===== src/rtl/player_motion_sequencer.sv =====
// player_motion_sequencer
// Per-frame motion controller that sits in front of player_register. When a
// frame tick arrives it latches the debounced keys. It rotates first and then
// asks the map collision unit whether the cell ahead is free. It moves forward
// only if the path is clear. Each frame produces at most one motion burst, and
// rotate and forward are never driven in the same clock.
//
// Ports
//   clk            system clock, rising edge
//   resetn         asynchronous active-low reset
//   frame_tick     one-clock pulse at frame start
//   key_fwd        forward key level (debounced)
//   key_rot        rotate key level (debounced)
//   coll_ack       collision unit response valid
//   coll_blocked   wall ahead, qualified by coll_ack
//   rotate         to player_register.rotate
//   forward        to player_register.forward
//   coll_req       collision query request
//   busy           high in any state other than IDLE
//   move_done      one-clock pulse when a frame's command finishes
//   blocked        result of the last collision check (1 = move suppressed)
//   timeout_flag   sticky, set when the collision unit fails to answer
//   overrun_count  saturating count of frame ticks dropped while busy
//
// state  | meaning
// IDLE   | waiting for frame_tick; keys latched on the tick
// ROTATE | rotate held high for ROT_STEPS clocks
// CHECK  | coll_req high until ack or ACK_TIMEOUT clocks
// MOVE   | forward held high for FWD_STEPS clocks
// DONE   | move_done pulse, back to IDLE next clock

module player_motion_sequencer #(
  parameter int ROT_STEPS   = 3,
  parameter int FWD_STEPS   = 2,
  parameter int ACK_TIMEOUT = 15,
  parameter int CNT_W       = 8
) (
  input  logic             clk,
  input  logic             resetn,
  input  logic             frame_tick,
  input  logic             key_fwd,
  input  logic             key_rot,
  input  logic             coll_ack,
  input  logic             coll_blocked,
  output logic             rotate,
  output logic             forward,
  output logic             coll_req,
  output logic             busy,
  output logic             move_done,
  output logic             blocked,
  output logic             timeout_flag,
  output logic [CNT_W-1:0] overrun_count
);

  // The shared down-counter only ever holds step counts that are
  // (parameter - 1), so 8 bits is enough for the default parameters.
  localparam int TMR_W = 8;
  localparam logic [TMR_W-1:0] ROT_LOAD = TMR_W'(ROT_STEPS - 1);
  localparam logic [TMR_W-1:0] FWD_LOAD = TMR_W'(FWD_STEPS - 1);
  localparam logic [TMR_W-1:0] ACK_LOAD = TMR_W'(ACK_TIMEOUT - 1);

  typedef enum logic [2:0] {
    IDLE   = 3'd0,
    ROTATE = 3'd1,
    CHECK  = 3'd2,
    MOVE   = 3'd3,
    DONE   = 3'd4
  } state_t;

  state_t           state, state_nxt;
  logic [TMR_W-1:0] tmr, tmr_nxt;
  logic             fwd_l, fwd_l_nxt;
  logic             blocked_nxt, timeout_nxt;
  logic [CNT_W-1:0] ovr_nxt;

  always_comb begin
    state_nxt   = state;
    tmr_nxt     = tmr;
    fwd_l_nxt   = fwd_l;
    blocked_nxt = blocked;
    timeout_nxt = timeout_flag;
    ovr_nxt     = overrun_count;

    if (frame_tick && (state != IDLE) && (overrun_count != '1))
      ovr_nxt = overrun_count + CNT_W'(1);

    case (state)
      IDLE: begin
        if (frame_tick) begin
          fwd_l_nxt = key_fwd;
          if (key_rot) begin
            state_nxt = ROTATE;
            tmr_nxt   = ROT_LOAD;
          end else if (key_fwd) begin
            state_nxt = CHECK;
            tmr_nxt   = ACK_LOAD;
          end
        end
      end
      ROTATE: begin
        if (tmr == '0) begin
          if (fwd_l) begin
            state_nxt = CHECK;
            tmr_nxt   = ACK_LOAD;
          end else begin
            state_nxt = DONE;
          end
        end else begin
          tmr_nxt = tmr - TMR_W'(1);
        end
      end
      CHECK: begin
        // An ack in the last counted clock still wins over the timeout.
        if (coll_ack) begin
          blocked_nxt = coll_blocked;
          if (coll_blocked) begin
            state_nxt = DONE;
          end else begin
            state_nxt = MOVE;
            tmr_nxt   = FWD_LOAD;
          end
        end else if (tmr == '0) begin
          blocked_nxt = 1'b1;
          timeout_nxt = 1'b1;
          state_nxt   = DONE;
        end else begin
          tmr_nxt = tmr - TMR_W'(1);
        end
      end
      MOVE: begin
        if (tmr == '0) state_nxt = DONE;
        else           tmr_nxt   = tmr - TMR_W'(1);
      end
      DONE:    state_nxt = IDLE;
      default: state_nxt = IDLE;
    endcase
  end

  // Outputs are registered by decoding the state being entered, so each
  // output is high exactly while the FSM is in the corresponding state.
  always_ff @(posedge clk or negedge resetn) begin
    if (!resetn) begin
      state         <= IDLE;
      tmr           <= '0;
      fwd_l         <= 1'b0;
      rotate        <= 1'b0;
      forward       <= 1'b0;
      coll_req      <= 1'b0;
      busy          <= 1'b0;
      move_done     <= 1'b0;
      blocked       <= 1'b0;
      timeout_flag  <= 1'b0;
      overrun_count <= '0;
    end else begin
      state         <= state_nxt;
      tmr           <= tmr_nxt;
      fwd_l         <= fwd_l_nxt;
      rotate        <= (state_nxt == ROTATE);
      forward       <= (state_nxt == MOVE);
      coll_req      <= (state_nxt == CHECK);
      busy          <= (state_nxt != IDLE);
      move_done     <= (state_nxt == DONE);
      blocked       <= blocked_nxt;
      timeout_flag  <= timeout_nxt;
      overrun_count <= ovr_nxt;
    end
  end

endmodule

===== config.mk =====
export PLATFORM = sky130hd
export DESIGN_NAME = player_motion_sequencer
export DESIGN_NICKNAME = d
export VERILOG_FILES = /design/src/rtl/player_motion_sequencer.sv
export SDC_FILE = /design/constraint.sdc
export NUM_CORES = 1
export LEC_CHECK = 0
export CAP_MARGIN = 0
export CORE_MARGIN = 5
export CORE_UTILIZATION = 55
export DETAILED_ROUTE_END_ITERATION = 8
export PLACE_DENSITY = 0.81
export SLEW_MARGIN = 0
export SYNTH_ARGS = -nofsm -noshare
export SYNTH_HDL_FRONTEND = slang
export SYNTH_SLANG_ARGS = --single-unit

===== constraint.sdc =====
create_clock -name clk -period 4.1 [get_ports clk]
set_clock_uncertainty 0.15 [all_clocks]
set_input_delay 0.82 -clock clk [delete_from_list [all_inputs] [get_ports clk]]
set_output_delay 0.82 -clock clk [all_outputs]
set_load 0.005 [all_outputs]

==> results of run 1 <==
-- registers in the layout (all words and copies together) (netlist names) --
name,cells
timeout_flag,1
blocked,1
overrun_count,8
fwd_l,1
rotate,1
coll_req,1
forward,1
move_done,1
state,3
tmr,8
busy,1
-- cell families after synthesis --
| group | after synthesis | share of synthesized area (%) |
|---|---|---|
| AO/OA/AOI/OAI | 40 | 19.8 |
| buffers and inverters | 10 | 2.86 |
| AND/OR/NAND/NOR | 54 | 21.3 |
| flip-flops | 27 | 46.8 |
| adder cells (fa/ha/maj) | 4 | 3.46 |
| XOR/XNOR | 7 | 4.24 |
| multiplexers | 2 | 1.56 |
-- power by group --
part / total, mW / switching, mW / leakage (nW) / internal, mW
sequential: 0.490 / 0.119 / 0.341 / 0.371
clock: 0.111 / 0.0727 / 0.0150 / 0.0381
combinational: 0.675 / 0.324 / 0.393 / 0.352
total: 1.28 / 0.516 / 0.749 / 0.761
-- metrics by stage --
stage | cells | setup slack (ns) | power, mW | hold WS, ns
after floorplan | 144 | 1.61 | 0.928 | 0.289
after global placement | 194 | 1.40 | 1.14 | 0.310
after detailed placement | 194 | 1.31 | 1.17 | 0.312
after CTS | 198 | 1.44 | 1.28 | 0.338
after global routing | 198 | 1.33 | 1.39 | 0.369
final | 198 | 1.44 | 1.28 | 0.338
-- Yosys cell counts (2+ instances only) --
master    number
nand4_1        3
xnor2_1        4
nand3b_1       2
nor3_1         6
o31ai_1        6
and3_1         2
nor2_1        16
nor3b_1        3
nand2b_1       3
o21ai_0        7
o21ai_1        4
nand2_1       10
clkbuf_1       2
a31o_2         2
xor2_1         3
ha_1           4
o32a_1         2
inv_1          6
mux2_2         2
a21oi_1        7
o21a_1         2
dfrtp_1       27
a21boi_0       2
-- routing by layer --
| metal | up-vias | wire [um] |
|---|---|---|
| met5 | - | 0 |
| met4 | 0 | 36 |
| met3 | 7 | 106 |
| met2 | 20 | 1470 |
| met1 | 553 | 1380 |
| li1 | 570 | - |
-- final cells by class --
class	instances	area [sq um]	share of cell area (%)
Clock buffer	4	26.3	1.53
Sequential cell	27	676	39.2
Tap cell	30	37.5	2.18
Timing Repair Buffer	23	225	13.1
Multi-Input combinational cell	107	728	42.3
Inverter	7	28.8	1.67
-- worst min path at each step --
stage / startpoint / endpoint / slack [ns] / depth (start not counted)
floorplan: tmr[4]$_DFFE_PN0P_ / tmr[4]$_DFFE_PN0P_ / 0.29 / 1
global placement: timeout_flag$_DFFE_PN0P_ / timeout_flag$_DFFE_PN0P_ / 0.31 / 1
CTS: tmr[4]$_DFFE_PN0P_ / tmr[4]$_DFFE_PN0P_ / 0.34 / 1
detailed placement: timeout_flag$_DFFE_PN0P_ / timeout_flag$_DFFE_PN0P_ / 0.31 / 1
finish: tmr[4]$_DFFE_PN0P_ / tmr[4]$_DFFE_PN0P_ / 0.34 / 1
global route: tmr[4]$_DFFE_PN0P_ / tmr[4]$_DFFE_PN0P_ / 0.37 / 1
-- cells in the final DEF, fill, tap and decap left out, types with 2 or more instances in the layout --
cell	Yosys	final
dfrtp_1	27	27
o32a_1	2	2
nor2_1	16	16
a21oi_1	7	7
o21a_1	2	2
nand2b_1	3	3
nand2_1	10	10
and3_1	2	2
o21ai_0	7	7
nor3_1	6	6
clkdlybuf4s50_1	0	21
nand4_1	3	3
a31o_2	2	2
xnor2_1	4	4
buf_4	0	2
o21ai_1	4	4
clkbuf_4	0	3
nor3b_1	3	3
inv_1	6	6
ha_1	4	4
nand3b_1	2	2
mux2_2	2	2
xor2_1	3	3
o31ai_1	6	6
a21boi_0	2	2
-- worst max-delay path: stages, from the launching register on --
cell       delay, ns
dfrtp_1         0.43
inv_1           0.11
ha_1            0.14
or4b_4          0.51
nor2_8          0.17
inv_4           0.07
and3_4          0.20
a2111oi_4       0.37
or3b_1          0.39
==> out/qor.yml, run 1 <==
status:
  status: "finished, final reports clean"
layout:
  nNetsFinal: 180
  antenna_cells: 0
  stdcell_area_sq_um: 1720
  fill_cells: 194
  syn_to_final_growth_pct: 19.1
  fin_util_pct: 68.9
  drive_above_1_share_pct: 9.52
global_routing:
  use_met1_pct: 24.8
  grt_pass1_wl_um: 5310
  grt_max_degree: 28
  groute.usage.overall_pct: 18.8
  grt_util_met2_pct: 30.2
  grt_pass1_vias: 1182
  grt_use_met3_pct: 5.03
  top_usage_layer: "met2"
  grt-ovfl-total: 0
  grt_antenna_before_repair: 0
cts:
  ctsHtreeMaxLevel: 1
  cts.sinks: 27
  ctsResizeCount: 0
  numCtsBuffers: 3
  cts_tree: "yes"
  post_cts_buffers: 0
  insertion_delay_ns: 0.32
  cts_buffer_depth: 2
  cts-root-buf: "clkbuf_4"
  cts_hold_buf: 0
  clkSlewWorstSetupHoldPaths_ns: 0.13
sta:
  finalSetupTns_ns: 0
  finalMaxSlewViolations: 0
  fin_crit_ns: 2.66
  fin_crit_sh_pct: 64.9
  max_slew_margin_pct: 55.2
  fmax_mhz: 376
  hold_viol_final: 0
  rsz0062_at_grt: "no"
  setup_viol: 0
  tightest_slew_ns: 0.673
synth:
  async_flop_share_pct: 100
  netlist_area_sq_um: 1450
  ys_types: 42
  syn_nets: 155
  synth_top_area_cell: "dfrtp_1"
  synth_cells: 144
  synth_edf_count: 0
  yosysSeqAreaShare_pct: 46.8
  synth_top_flop_cell: "dfrtp_1"
  yosys_warnings: 0
  avgSynthCellArea_sq_um: 10.0
  ys_seq_elements: 27
  ys_top_cells_by_area: "dfrtp_1 47%, nor2_1 4.2%, ha_1 3.5%, o31ai_1 3.1%, nand2_1 2.6%"
  yosysTopAreaCellShare_pct: 46.8
worst_setup_path:
  r2r-start: "tmr[0]$_DFFE_PN0P_"
  cp_data_arrival_time_ns: 2.72
  required_ns: 4.16
  rr_endpoint: "busy$_DFF_PN0_"
  crit_path_start: "tmr[0]$_DFFE_PN0P_"
  cp-endpoint: "busy$_DFF_PN0_"
  reg2regPathDepth: 8
  r2r_slack_ns: 1.44
  cp-end-kind: "register"
  cp_max_fo: 7
  path_class: "reg2reg"
  cp-start-kind: "register"
placed_design:
  io_buffers: 21
  gp_congestion: 0.934
  dpl.hpwl_um: 2240
  placed_cell_area_sq_um: 1700
floorplan:
  die_h_um: 61.3
  dieWidth_um: 61.3
  rows: 18
  dieArea_sq_um: 3750
  io_pins: 22
  initial_core_util_pct: 57.8
  coreArea_sq_um: 2500
drt:
  vias_per_cell: 5.81
  drtAntennaViolNets: 0
  wl_um: 3000
  drcViolationCount: 0
  dr.pass1.iters: 4
  drt_iter0_markers: 77
  vias: 1150
  wire_per_inst_um: 15.1
pwr:
  cellLeakagePower_nw: 0.749
  powerDensity_nw_per_um2: 742
  peakVddDrop_mv: 0.511
worst_hold_path:
  hold_class: "reg2reg"
job:
  cap_viol_max_count: 0
Note: power is estimated with default switching activity, not from simulation.
==> run 2: changes to the inputs <==
- CORE_UTILIZATION: 55 -> 53
- PLACE_DENSITY: 0.81 -> 0.79
- clock period: 4.1 -> 2.75 ns (I/O delays scaled with it)
==> run 2 against run 1 <==
  * Power increased by 49%
  * Register-to-register slack got worse by 1.3 ns
  * Combinational power increased by 50%
  * First-iteration DRC count decreased by 6.5%
  * Via count increased by 4.3%
  * Global-route usage decreased by 2.0 points
  * Highest routed layer unchanged
  * Wire length increased by 3.5%
  * Non-clock buffer count increased by 1
  * Critical path type unchanged
  * Sequential share of layout area decreased by 0.20 points
==> out/qor.yml, run 2 (synthesis results as in run 1) <==
status:
  status: "finished, final reports clean"
drt:
  drt_iter0_markers: 72
  drtAntennaViolNets: 0
  wire_per_inst_um: 15.5
  vias: 1199
  drcViolationCount: 0
  wl_um: 3100
  dr.pass1.iters: 4
  vias_per_cell: 6.00
placed_design:
  placed_cell_area_sq_um: 1700
  gp_congestion: 0.807
  io_buffers: 21
  dp_slack_ns: 0.133
  dp.cells: 196
  dpl.hpwl_um: 2260
cts:
  clkSlewWorstSetupHoldPaths_ns: 0.13
  insertion_delay_ns: 0.31
  ctsResizeCount: 0
  ctsHtreeMaxLevel: 1
  cts-root-buf: "clkbuf_4"
  cts_hold_buf: 0
  cts.sinks: 27
  post_cts_buffers: 0
  cts_tree: "yes"
  cts_buffer_depth: 2
  numCtsBuffers: 3
sta:
  fin_crit_ns: 2.62
  hold_viol_final: 0
  rsz0062_at_grt: "no"
  fmax_mhz: 381
  tightest_slew_ns: 0.600
  max_slew_margin_pct: 60.0
  finalSetupTns_ns: 0
  fin_crit_sh_pct: 95.4
  worst_slack_ns: 0.126
  finalMaxSlewViolations: 0
  setup_viol: 0
layout:
  reg.largest.list: "overrun_count x8, tmr x8, state x3"
  antenna_cells: 0
  final_common_cell: "dfrtp_1"
  drive_above_1_share_pct: 10.1
  stdcell_area_sq_um: 1730
  instances_no_fill: 200
  mostFrequentLayoutCells: "27 x dfrtp_1, 21 x clkdlybuf4s50_1, 16 x nor2_1"
  nNetsFinal: 181
  syn_to_final_growth_pct: 19.7
pwr:
  power_frac_seq_pct: 38.4
  p_switching_mw: 0.768
  powerDensity_nw_per_um2: 1100
  swShare_pct: 40.3
  p_int_mw: 1.14
  cellLeakagePower_nw: 0.754
  comb_power_share_pct: 53.1
  peakVddDrop_mv: 0.645
  share_clk_of_total_power_pct: 8.5
global_routing:
  grt_max_degree: 28
  grt_pass1_vias: 1194
  grt-ovfl-total: 0
  groute.usage.overall_pct: 16.8
  grt_pass1_wl_um: 5440
  grt_antenna_before_repair: 0
worst_setup_path:
  cp_max_fo: 7
  path_class: "reg2reg"
  cp-start-kind: "register"
  required_ns: 2.81
  cp_data_arrival_time_ns: 2.68
  cp-end-kind: "register"
job:
  cap_viol_max_count: 0
floorplan:
  io_pins: 22
  rows: 19
  initial_core_util_pct: 53.8
  dieArea_sq_um: 3870
  die_h_um: 62.2
  coreArea_sq_um: 2690
  dieWidth_um: 62.2
worst_hold_path:
  hold_class: "reg2reg"
-- run 2: changes by cell type in the layout (fill, tap and decap cells not counted) --
cell | previous run | this run
buf_4 | 2 | 3
-- run 2: layer usage --
layer	wire length [um]	GRT usage [%]	vias to the layer above
met1	1450	21.4	574
met4	59	4.88	0
met3	148	3.24	10
li1	-	-	572
met5	0	0	-
met2	1440	28.6	43
-- run 2: final cells by class --
type,instances,area (sq um)
fillers,240,956
flip-flops and latches,27,676
multi-input cells,107,728
clock buffers,4,26.3
well taps,31,38.8
repair buffers,24,233
inverters,7,28.8
-- run 2: worst paths after layout --
check | from | end | slack (ns) | cells past startpoint
setup / recovery | tmr[0]$_DFFE_PN0P_ | busy$_DFF_PN0_ | 0.13 | 8
hold reg to reg | tmr[4]$_DFFE_PN0P_ | tmr[4]$_DFFE_PN0P_ | 0.35 | 1
max in group asynchronous | resetn | state[0]$_DFF_PN0_ | 1.77 | 2
hold / removal | tmr[4]$_DFFE_PN0P_ | tmr[4]$_DFFE_PN0P_ | 0.35 | 1
setup reg to reg | tmr[0]$_DFFE_PN0P_ | busy$_DFF_PN0_ | 0.13 | 8
min in group asynchronous | resetn | tmr[6]$_DFFE_PN0P_ | 0.43 | 2
-- run 2: critical path, cell delays in order, from the launching register on --
cell and delay [ns]:
dfrtp_1 0.43, inv_1 0.13, ha_1 0.15, or4b_4 0.50
nor2_8 0.16, inv_4 0.07, and3_4 0.20, or3b_4 0.38
or3b_1 0.34
-- run 2: metrics by stage --
stage	hold slack, ns	utilization, %	total power, mW
2_1_floorplan	0.104	-	1.38
3_3_place_gp	0.315	63.4	1.71
3_5_place_dp	0.325	63.4	1.74
4_1_cts	0.352	64.4	1.92
5_1_grt	0.362	64.4	2.07
6_report	0.352	64.4	1.91
-- run 2: power by group through the flow --
stage               logic [mW]  registers [mW]  clock network [mW]
floorplan                0.702           0.682                   0
global placement         0.982           0.728                   0
detailed placement        1.01           0.734                   0
CTS                       1.02           0.729               0.176
global route              1.12           0.761               0.191
finish                    1.01           0.733               0.162
